**src/rtl/countdown_ctrl.sv**
```systemverilog
// Sequences an external 4-bit down-counter from 15 toward a latched target,
// shadowing its value every cycle and flagging any divergence.
module countdown_ctrl (
  input  logic       clock,
  input  logic       reset,
  input  logic       start,
  input  logic [3:0] target,
  input  logic       tick,
  input  logic       abort,
  input  logic [3:0] counter,
  output logic       clear,
  output logic       set,
  output logic       cnt,
  output logic       busy,
  output logic       done,
  output logic       mismatch,
  output logic [3:0] expected
);

  // state | meaning
  // IDLE  | waiting for start
  // CLR   | responder being cleared to 15
  // RUN   | compare responder, decrement toward target on tick
  // DONE  | one-cycle completion pulse
  // ERR   | responder diverged; wait for abort or reset
  // PARK  | responder being set to 0
  typedef enum logic [2:0] {IDLE, CLR, RUN, DONE, ERR, PARK} state_t;

  state_t     state, state_nxt;
  logic [3:0] target_q, target_nxt, expected_nxt;
  logic       mismatch_nxt;

  always_ff @(posedge clock) begin
    if (reset) begin
      state    <= IDLE;
      target_q <= 4'd0;
      expected <= 4'hF;
      mismatch <= 1'b0;
    end else begin
      state    <= state_nxt;
      target_q <= target_nxt;
      expected <= expected_nxt;
      mismatch <= mismatch_nxt;
    end
  end

  always_comb begin
    state_nxt    = state;
    target_nxt   = target_q;
    expected_nxt = expected;
    mismatch_nxt = mismatch;
    clear        = 1'b0;
    set          = 1'b0;
    cnt          = 1'b0;
    done         = 1'b0;
    busy         = (state != IDLE);
    case (state)
      IDLE: begin
        if (start) begin
          state_nxt    = CLR;
          target_nxt   = target;
          mismatch_nxt = 1'b0;
        end
      end
      CLR: begin
        if (abort) begin
          state_nxt = PARK;
        end else begin
          clear        = 1'b1;
          state_nxt    = RUN;
          expected_nxt = 4'hF;
        end
      end
      RUN: begin
        // abort outranks the compare, which outranks completion and tick
        if (abort) begin
          state_nxt = PARK;
        end else if (counter != expected) begin
          mismatch_nxt = 1'b1;
          state_nxt    = ERR;
        end else if (expected == target_q) begin
          state_nxt = DONE;
        end else if (tick) begin
          cnt          = 1'b1;
          expected_nxt = expected - 4'd1;
        end
      end
      DONE: begin
        done      = 1'b1;
        state_nxt = abort ? PARK : IDLE;
      end
      ERR: begin
        if (abort) state_nxt = PARK;
      end
      PARK: begin
        set          = 1'b1;
        expected_nxt = 4'd0;
        mismatch_nxt = 1'b0;
        state_nxt    = IDLE;
      end
      default: state_nxt = IDLE;
    endcase
  end

endmodule

```
**config.mk**
```make
export PLATFORM = sky130hd
export DESIGN_NAME = countdown_ctrl
export DESIGN_NICKNAME = d
export VERILOG_FILES = /design/src/rtl/countdown_ctrl.sv
export SDC_FILE = /design/constraint.sdc
export NUM_CORES = 1
export LEC_CHECK = 0
export BUFFER_PORTS_ARGS = -buffer_cell sky130_fd_sc_hd__clkbuf_2
export CAP_MARGIN = 20
export CORE_MARGIN = 2
export CORE_UTILIZATION = 30
export DETAILED_ROUTE_END_ITERATION = 12
export PLACE_DENSITY = 0.49
export REMOVE_ABC_BUFFERS = 1
export SYNTH_ARGS = -nofsm -noshare
export SYNTH_HDL_FRONTEND = slang
export SYNTH_SLANG_ARGS = --single-unit
```
**constraint.sdc**
```tcl
create_clock -name clock -period 1.7 [get_ports clock]
set_input_delay 0.255 -clock clock [delete_from_list [all_inputs] [get_ports clock]]
set_output_delay 0.255 -clock clock [all_outputs]
set_load 0.05 [all_outputs]
```
==> results_dict.tcl, run 1 <==
set metrics [dict create \
    status "finished, violations left" \
    violations "negative setup slack" \
    fin_tns_setup_ns -0.525 \
    hold_class "in -> reg" \
    finalSetupViolCount 5 \
    drt_drc_violations_left 0 \
    rsz0062_at_grt "yes" \
    place_congestion 0.768 \
    peakVddDrop_v 0.000443 \
    antenna_cells 0 \
    drt_iter0_drc 10 \
    yosysTopAreaCellShare_pct 30.9 \
    max_freq_ghz 0.518 \
    wire_per_inst_um 12.3 \
    synth_area_um2 778 \
    finalCritPeriodShare_pct 114 \
    worstPathArrival_ns 1.68 \
    grtUsageTotal_pct 15.1 \
    fin_util_pct 45.9 \
    die_h_um 54.9 \
    placed_area_um2 1000 \
    cp_top_family "simple AND/OR/NAND/NOR gates" \
    skew_ns 0.000772 \
    synth-edff-count 0 \
    port_buffers 22 \
    synth_top_area_cell "dfxtp_1" \
    hold_viol 0 \
    clock_path_buffers 2 \
    grt_remaining_overflow 0 \
    synthTopCellsByCount "nor2_1 (16), dfxtp_1 (12), xor2_1 (8), a21oi_1 (7), nor3_1 (6)" \
    worstSetupStartpointType "flop" \
    dieArea_um2 3020 \
    routed_via_density 5.00 \
    multi_input_area_um2 552 \
    crit_buf_inv 2 \
    htreeDepth 1 \
    fin_ws_ns -0.230 \
    required_ns 1.44 \
    async_flop_share_pct 0 \
    antenna_found_initial 0 \
    drt_wl_total_um 1960 \
    firstDrtPassIters 4 \
    design_area_um2 1140 \
    leakagePower_uw 0.000482 \
    worstMarginPinSlew_ns 0.355 \
    clk_latency_ns 0.27 \
    ys_seq_area_share_pct 30.9 \
    die_w_um 54.9 \
    power_density_nw_per_um2 746 \
    drive_above_1_share_pct 44.2 \
    max_stage_delay_ns 0.34 \
    synth_seq_cells 12 \
    grt_max_degree 17 \
    clock_sinks 12 \
    syn2layout_area_growth_pct 46.0 \
    grt_pass1_vias 717 \
    holdBufCountCts 0 \
    start_util_pct 31.4 \
    place_ws_ns -0.0349 \
    clockRootBuffer "clkbuf_4" \
    design.core.area_um2 2480 \
    netlist_top_cells_area "dfxtp_1 (31%), xor2_1 (9.0%), nor2_1 (7.7%), mux2i_1 (5.1%), a21oi_1 (4.5%)" \
    rows 18 \
    fin_nets 144 \
    cts_tree "built" \
    vias 795 \
    final.min_clock_period_ns 1.93 \
    endpoint_kind "primary output" \
    cts_buffers 3 \
    seqCellArea_um2 249 \
    yosys_warnings 0 \
    hpwl_um 1460 \
    ioPinCount 23 \
    critPathSlowestCell "dfxtp_2" \
    synth_cells 98 \
    finalMaxSlewViolations 0 \
    cp_cell_sequence "xor2_2, nor4_4, nand2_1, nor4b_2, buf_4, buf_12" \
    yosysMostFrequentCell "nor2_1" \
    clk_pin_slew_ns 0.08 \
    antenna_left 0 \
    ys.flop_type "dfxtp_1" \
    synth.distinct_cells 33 \
    maxCapViolCount 0 \
    avgSynthCellArea_um2 7.94 \
    fillers 261 \
    worstSetupPathType "reg -> out" \
    crit_fanout 2 \
    relSlewSlack_pct 76.3 \
    grt_first_pass_wirelength_um 3180 \
]
## registers in the layout, summed over array words and instances (netlist names)
register	cells
expected	4
target_q	4
state	3
mismatch	1
## path summary, 6_finish.rpt
kind,endpoint,start,slack [ns],cells after the start
worst max-delay path,cnt,expected[1]$_SDFFE_PP1P_,-0.23,6
worst min-delay path,target_q[1]$_SDFFE_PP0P_,target[1],0.22,3
worst max register to register,expected[0]$_SDFFE_PP1P_,expected[1]$_SDFFE_PP1P_,-0.13,8
worst min register to register,mismatch$_SDFFE_PP0P_,mismatch$_SDFFE_PP0P_,0.50,2
## cells in the final DEF, fill, tap and decap left out, types with 2 or more instances in the layout
cell type	Yosys	layout
nor4_1	4	2
clkbuf_4	0	3
nor4_2	0	2
a221oi_1	2	2
buf_6	0	5
nand2_1	3	3
nor2_1	16	16
dfxtp_2	0	4
xor2_1	8	3
nand2b_1	2	2
buf_4	0	10
inv_1	4	4
xor2_2	0	5
a21oi_1	7	6
xnor2_1	2	2
o21ai_0	2	2
mux2i_1	4	4
and3_1	2	2
clkbuf_2	1	19
nor3_1	6	6
dfxtp_1	12	7
## metal layers
layer	global-route usage [%]	up-vias	wire length, um
met5	0	-	0
li1	-	402	-
met4	7.32	0	13
met2	24.4	19	912
met1	19.5	372	943
met3	2.42	2	88
## kinds of logic (layout without fill, tap and decap cells)
group	count (synthesis)	after routing	synth area share, %
AND/OR/NAND/NOR	39	39	27.3
XOR/XNOR	10	10	11.3
AO/OA/AOI/OAI	20	20	17.8
flip-flops	12	12	30.9
multiplexers	4	4	5.14
buffers and inverters	12	43	5.95
adder cells (fa/ha/maj)	1	1	1.61
## per-stage QoR
step,power [uW],hold WS [ns],cells
final,847,0.218,159
after global routing,904,0.221,159
after CTS,848,0.207,159
after detailed placement,607,0.495,154
after global placement,605,0.490,154
after floorplan,525,0.327,90
## cell type report
type	instances	area share, %
Clock buffer	4	3.19
Sequential cell	12	21.9
Multi-Input combinational cell	74	48.6
Tap cell	30	3.30
Inverter	4	1.32
Timing Repair Buffer	35	21.7
## worst register-to-register path: stages, from the launching register on
cell,delay [ns]
dfxtp_2,0.36
buf_6,0.13
xor2_2,0.15
nor4_2,0.07
buf_4,0.15
buf_6,0.11
o31a_1,0.32
or2_4,0.29
o32a_1,0.15
## repair_timing
action,4_1_cts,5_1_grt
hold endpoints to repair,0,0
gates resized for setup,7,18
pin swaps,1,8
setup buffers,1,1
setup endpoints to repair,3,9
## power by group
part | internal, uW | switching [uW]
combinational | 115 | 176
sequential | 303 | 24.8
clock | 130 | 98.7
No activity file was read; power rests on OpenSTA's default activity.
==> inputs of run 2 (changes only) <==
Settings changed: CORE_ASPECT_RATIO set to 2, RECOVER_POWER set to 25.
Clock period 1.7 ns to 1.75 ns, I/O delays scaled along.
==> results_dict.tcl, run 2 (synthesis results as in run 1) <==
set metrics [dict create \
    leakagePower_uw 0.000453 \
    cts_buffers 3 \
    hold_viol 0 \
    antenna_left 0 \
    vias 810 \
    rows 26 \
    design_area_um2 1070 \
    grt_first_pass_wirelength_um 3560 \
    antenna_cells 0 \
    placed_area_um2 997 \
    finalMaxSlewViolations 0 \
    routed_via_density 5.19 \
    cp_top_family "simple AND/OR/NAND/NOR gates" \
    crit_buf_inv 2 \
    worstPathArrival_ns 1.64 \
    grtUsageTotal_pct 16.2 \
    syn2layout_area_growth_pct 37.9 \
    worstMarginPinSlew_ns 0.605 \
    firstDrtPassIters 3 \
    clock_path_buffers 2 \
    finalSetupViolCount 2 \
    skew_ns 0.00105 \
    wire_per_inst_um 13.1 \
    place_congestion 0.720 \
    ioPinCount 23 \
    multi_input_area_um2 520 \
    fin_nets 144 \
    clockRootBuffer "clkbuf_8" \
    htreeDepth 1 \
    antenna_found_initial 0 \
    finalCritPeriodShare_pct 109 \
    fillers 267 \
    status "finished, violations left" \
    crit_fanout 2 \
    fin_ws_ns -0.153 \
    clk_pin_slew_ns 0.05 \
    clock_sinks 12 \
    drive_above_1_share_pct 35.9 \
    final.min_clock_period_ns 1.90 \
    start_util_pct 31.1 \
    cp_cell_sequence "xor2_1, nor4_4, nand2_1, nor4b_2, buf_4, buf_12" \
    final_cell_mix "nor2_1 (16), clkbuf_2 (16), buf_4 (13), dfxtp_1 (9), xor2_1 (8)" \
    holdBufCountCts 0 \
    drt_wl_total_um 2050 \
    max_freq_ghz 0.525 \
    max_stage_delay_ns 0.32 \
    rsz0062_at_grt "yes" \
    design.core.area_um2 2500 \
    grt_pass1_vias 862 \
    seqCellArea_um2 244 \
    grt_max_degree 17 \
    reg_top3 "expected (4), target_q (4), state (3)" \
    maxCapViolCount 0 \
    worstSetupPathType "reg -> out" \
    grt_remaining_overflow 0 \
    drt_drc_violations_left 0 \
    power_density_nw_per_um2 781 \
    critPathSlowestCell "dfxtp_2" \
    worstSetupStartpointType "flop" \
    r2r_slack_ns -0.05 \
    die_h_um 76.0 \
    hpwl_um 1680 \
    clk_latency_ns 0.23 \
    relSlewSlack_pct 59.9 \
    hold_class "in -> reg" \
    endpoint_kind "primary output" \
    required_ns 1.49 \
    die_w_um 40.0 \
    violations "negative setup slack" \
    dieArea_um2 3040 \
    port_buffers 22 \
    peakVddDrop_v 0.000406 \
    cts_tree "built" \
    hold-worst-slack_ns 0.261 \
    drt_iter0_drc 9 \
]
## run 2: cell count changes in the layout (fill, tap and decap cells not counted), moves of 3 or more
cell and change:
buf_6 -5, xor2_1 +5, xor2_2 -5, clkbuf_1 +4, buf_4 +3, clkbuf_2 -3, clkbuf_4 -3
## run 2: worst paths after layout
kind	cells past startpoint	to	startpoint
worst max-delay path	6	cnt	expected[1]$_SDFFE_PP1P_
worst min-delay path	3	target_q[3]$_SDFFE_PP0P_	target[3]
worst max register to register	8	expected[0]$_SDFFE_PP1P_	expected[1]$_SDFFE_PP1P_
worst min register to register	2	mismatch$_SDFFE_PP0P_	mismatch$_SDFFE_PP0P_
## run 2: area by class of cell
class,instances,area share [%]
Clock buffer,3,3.85
Inverter,4,1.40
Multi-Input combinational cell,74,48.5
Sequential cell,12,22.7
Tap cell,28,3.26
Timing Repair Buffer,35,20.3
## run 2: report_power, final
| part | switching (uW) | total, uW | internal, uW |
|---|---|---|---|
| clock | 94.1 | 245 | 151 |
| sequential | 21.6 | 318 | 296 |
| combinational | 171 | 275 | 104 |
## run 2: per-stage QoR
step           setup slack [ns]  std cells  util, %  total power, uW  TNS (ns)
2_1_floorplan             -1.56         90        -              510     -2.75
3_5_place_dp             0.0299        152     39.8              594         0
4_1_cts                  -0.163        156     42.2              846    -0.192
6_report                 -0.153        156     42.9              838    -0.206
5_1_grt                  -0.283        156     42.9              893    -0.661
3_3_place_gp             0.0433        152     39.8              593         0
## run 2: worst reg2reg max path: stages, from the launching register on
cell and delay (ns):
dfxtp_2 0.32, buf_4 0.15, xor2_1 0.14, nor4_1 0.07, buf_4 0.14, buf_4 0.13, o31a_1 0.30, or2_4 0.27
o32a_1 0.16
## run 2: timing repair
item	in CTS	in global routing
pin swaps	0	0
endpoints found under the setup margin	2	6
resized for setup	4	5
buffers inserted	1	0
## run 2: metal layers
metal	vias up	part of all wire (%)	wire [um]	GRT usage (%)
met5	-	0	0	0
met4	0	2.8	58	8.62
met3	6	3.8	78	2.62
met2	21	58	1180	28.7
met1	379	36	733	15.8
li1	404	-	-	-
==> inputs of run 3 (changes only) <==
Settings changed: CORE_ASPECT_RATIO 2 to unset.
==> results_dict.tcl, run 3 (synthesis results as in run 1) <==
set metrics [dict create \
    start_util_pct 31.4 \
    worstMarginPinSlew_ns 0.601 \
    final.min_clock_period_ns 1.95 \
    leakagePower_uw 0.000457 \
    final_cell_mix "nor2_1 (16), clkbuf_2 (16), buf_4 (13), dfxtp_1 (9), a21oi_1 (7)" \
    hold_class "in -> reg" \
    antenna_found_initial 0 \
    reg_top3 "expected (4), target_q (4), state (3)" \
    worstReg2RegStart "expected[1]$_SDFFE_PP1P_" \
    wl_met2_um 878 \
    grt_first_pass_wirelength_um 3020 \
    worst-r2r-cell-count 6 \
    max_stage_delay_ns 0.38 \
    finalSetupViolCount 1 \
    max_freq_ghz 0.512 \
    finalCritPeriodShare_pct 112 \
    rsz0062_at_grt "yes" \
    design.core.area_um2 2480 \
    m1WireLength_um 958 \
    hpwl_um 1460 \
    required_ns 1.49 \
    antenna_cells 0 \
    holdPathStages 3 \
    ioPinCount 23 \
    fin_ws_ns -0.202 \
    vias 788 \
    relSlewSlack_pct 60.1 \
    placed_cells 155 \
    highest_layer "met4" \
    clk_latency_ns 0.27 \
    firstDrtPassIters 4 \
    seqPwrFrac_pct 41.0 \
    die_w_um 54.9 \
    worstSetupPathType "reg -> out" \
    endpoint_kind "primary output" \
    fin_cells 157 \
    grt_pass1_vias 688 \
    violations "negative setup slack" \
    postCtsSetupBuffers 0 \
    intPower_uw 484 \
    clock_sinks 12 \
    path_common_cell "buf_4" \
    power_density_nw_per_um2 707 \
    drt_drc_violations_left 0 \
    fin_nets 143 \
    cp_cell_sequence "buf_4, xor2_2, nor4_4, nor4b_2, buf_4, buf_12" \
    clk_pin_slew_ns 0.08 \
    dieArea_um2 3020 \
    min_to "target_q[3]$_SDFFE_PP0P_" \
    grt_max_degree 17 \
    clockRootBuffer "clkbuf_4" \
    worstPathArrival_ns 1.69 \
    wl_met3_um 92 \
    drt_wl_total_um 1940 \
    p_sw_uw 292 \
    antenna_left 0 \
    drive_above_1_share_pct 37.8 \
    cts_buffers 3 \
    drt_iter0_drc 9 \
    peakVddDrop_v 0.000491 \
    swShare_pct 37.6 \
    hold_path.startpoint "target[3]" \
    cts_tree "built" \
    routed_via_density 5.02 \
    finalMaxSlewViolations 0 \
    cp_top_family "simple AND/OR/NAND/NOR gates" \
    r2r_slack_ns 0.06 \
    hold_viol 0 \
    rows 18 \
    skew_ns 0.00593 \
    die_h_um 54.9 \
    port_buffers 22 \
    clkPwrFrac_pct 21.8 \
    rr_endpoint "expected[0]$_SDFFE_PP1P_" \
    p_comb_share_pct 37.2 \
    status "finished, violations left" \
    critPathSlowestCell "nor4_4" \
    htreeDepth 1 \
    worstSetupStartpointType "flop" \
    clock_path_buffers 2 \
    syn2layout_area_growth_pct 41.0 \
    crit_fanout 5 \
    wire_per_inst_um 12.4 \
    grtUsageTotal_pct 14.0 \
    maxCapViolCount 0 \
    crit_buf_inv 3 \
    place_ws_ns -0.0124 \
    place_congestion 0.776 \
    grt_remaining_overflow 0 \
]
==> run 3: cell count changes in the layout (fill, tap and decap cells not counted), sizes merged <==
cell,previous run,this run
buf,15,14
==> run 3: per-layer routing <==
metal,global-route usage (%),up-vias
met5,0,-
met4,7.32,0
met3,1.61,2
met2,22.0,19
met1,18.8,365
li1,-,402
==> run 3: area by class of cell <==
cell class	count	area [um2]
repair buffers	34	213
clock buffers	3	22.5
inverters	4	15.0
well taps	30	37.5
multi-input cells	74	563
fillers	265	1380
flip-flops and latches	12	246
==> run 3: metrics by stage <==
step | area (um2) | hold slack (ns) | power, uW | TNS (ns) | util, %
finish | 1100 | 0.224 | 776 | -0.202 | 44.3
global route | 1100 | 0.240 | 827 | -0.381 | 44.3
CTS | 1040 | 0.221 | 765 | -0.223 | 42.1
detailed placement | 1010 | 0.488 | 589 | -0.0124 | 40.7
global placement | 1010 | 0.488 | 590 | 0 | 40.7
floorplan | 747 | 0.335 | 510 | -2.75 | -
==> run 3: how the worst max path moves through the flow <==
stage                                   startpoint  end  slack [ns]  depth (start not counted)
final                     expected[1]$_SDFFE_PP1P_  cnt       -0.20                          6
after global routing      expected[1]$_SDFFE_PP1P_  cnt       -0.33                          6
after CTS                 expected[1]$_SDFFE_PP1P_  cnt       -0.22                          6
after detailed placement                counter[1]  cnt       -0.01                          7
after global placement                  counter[1]  cnt        0.02                          7
after floorplan           expected[1]$_SDFFE_PP1P_  cnt       -1.56                          4
==> run 3: power by group through the flow <==
| stage | clock network, uW | registers [uW] | logic, uW |
|---|---|---|---|
| after CTS | 179 | 316 | 270 |
| after global routing | 191 | 322 | 314 |
| after global placement | 0 | 322 | 268 |
| final | 169 | 318 | 289 |
| after floorplan | 0 | 340 | 171 |
| after detailed placement | 0 | 321 | 268 |
==> run 3: what timing repair did <==
action / 4_1_cts / 5_1_grt
setup endpoints to repair: 3 / 5
cloned: 0 / 0
hold buffers: 0 / 0
pin swaps: 0 / 3
gates resized for setup: 5 / 11
==> run 3: tightest hold or removal path, cell delays in order <==
cell,delay [ns]
clkbuf_2,0.08
mux2i_1,0.05
nor2_1,0.07
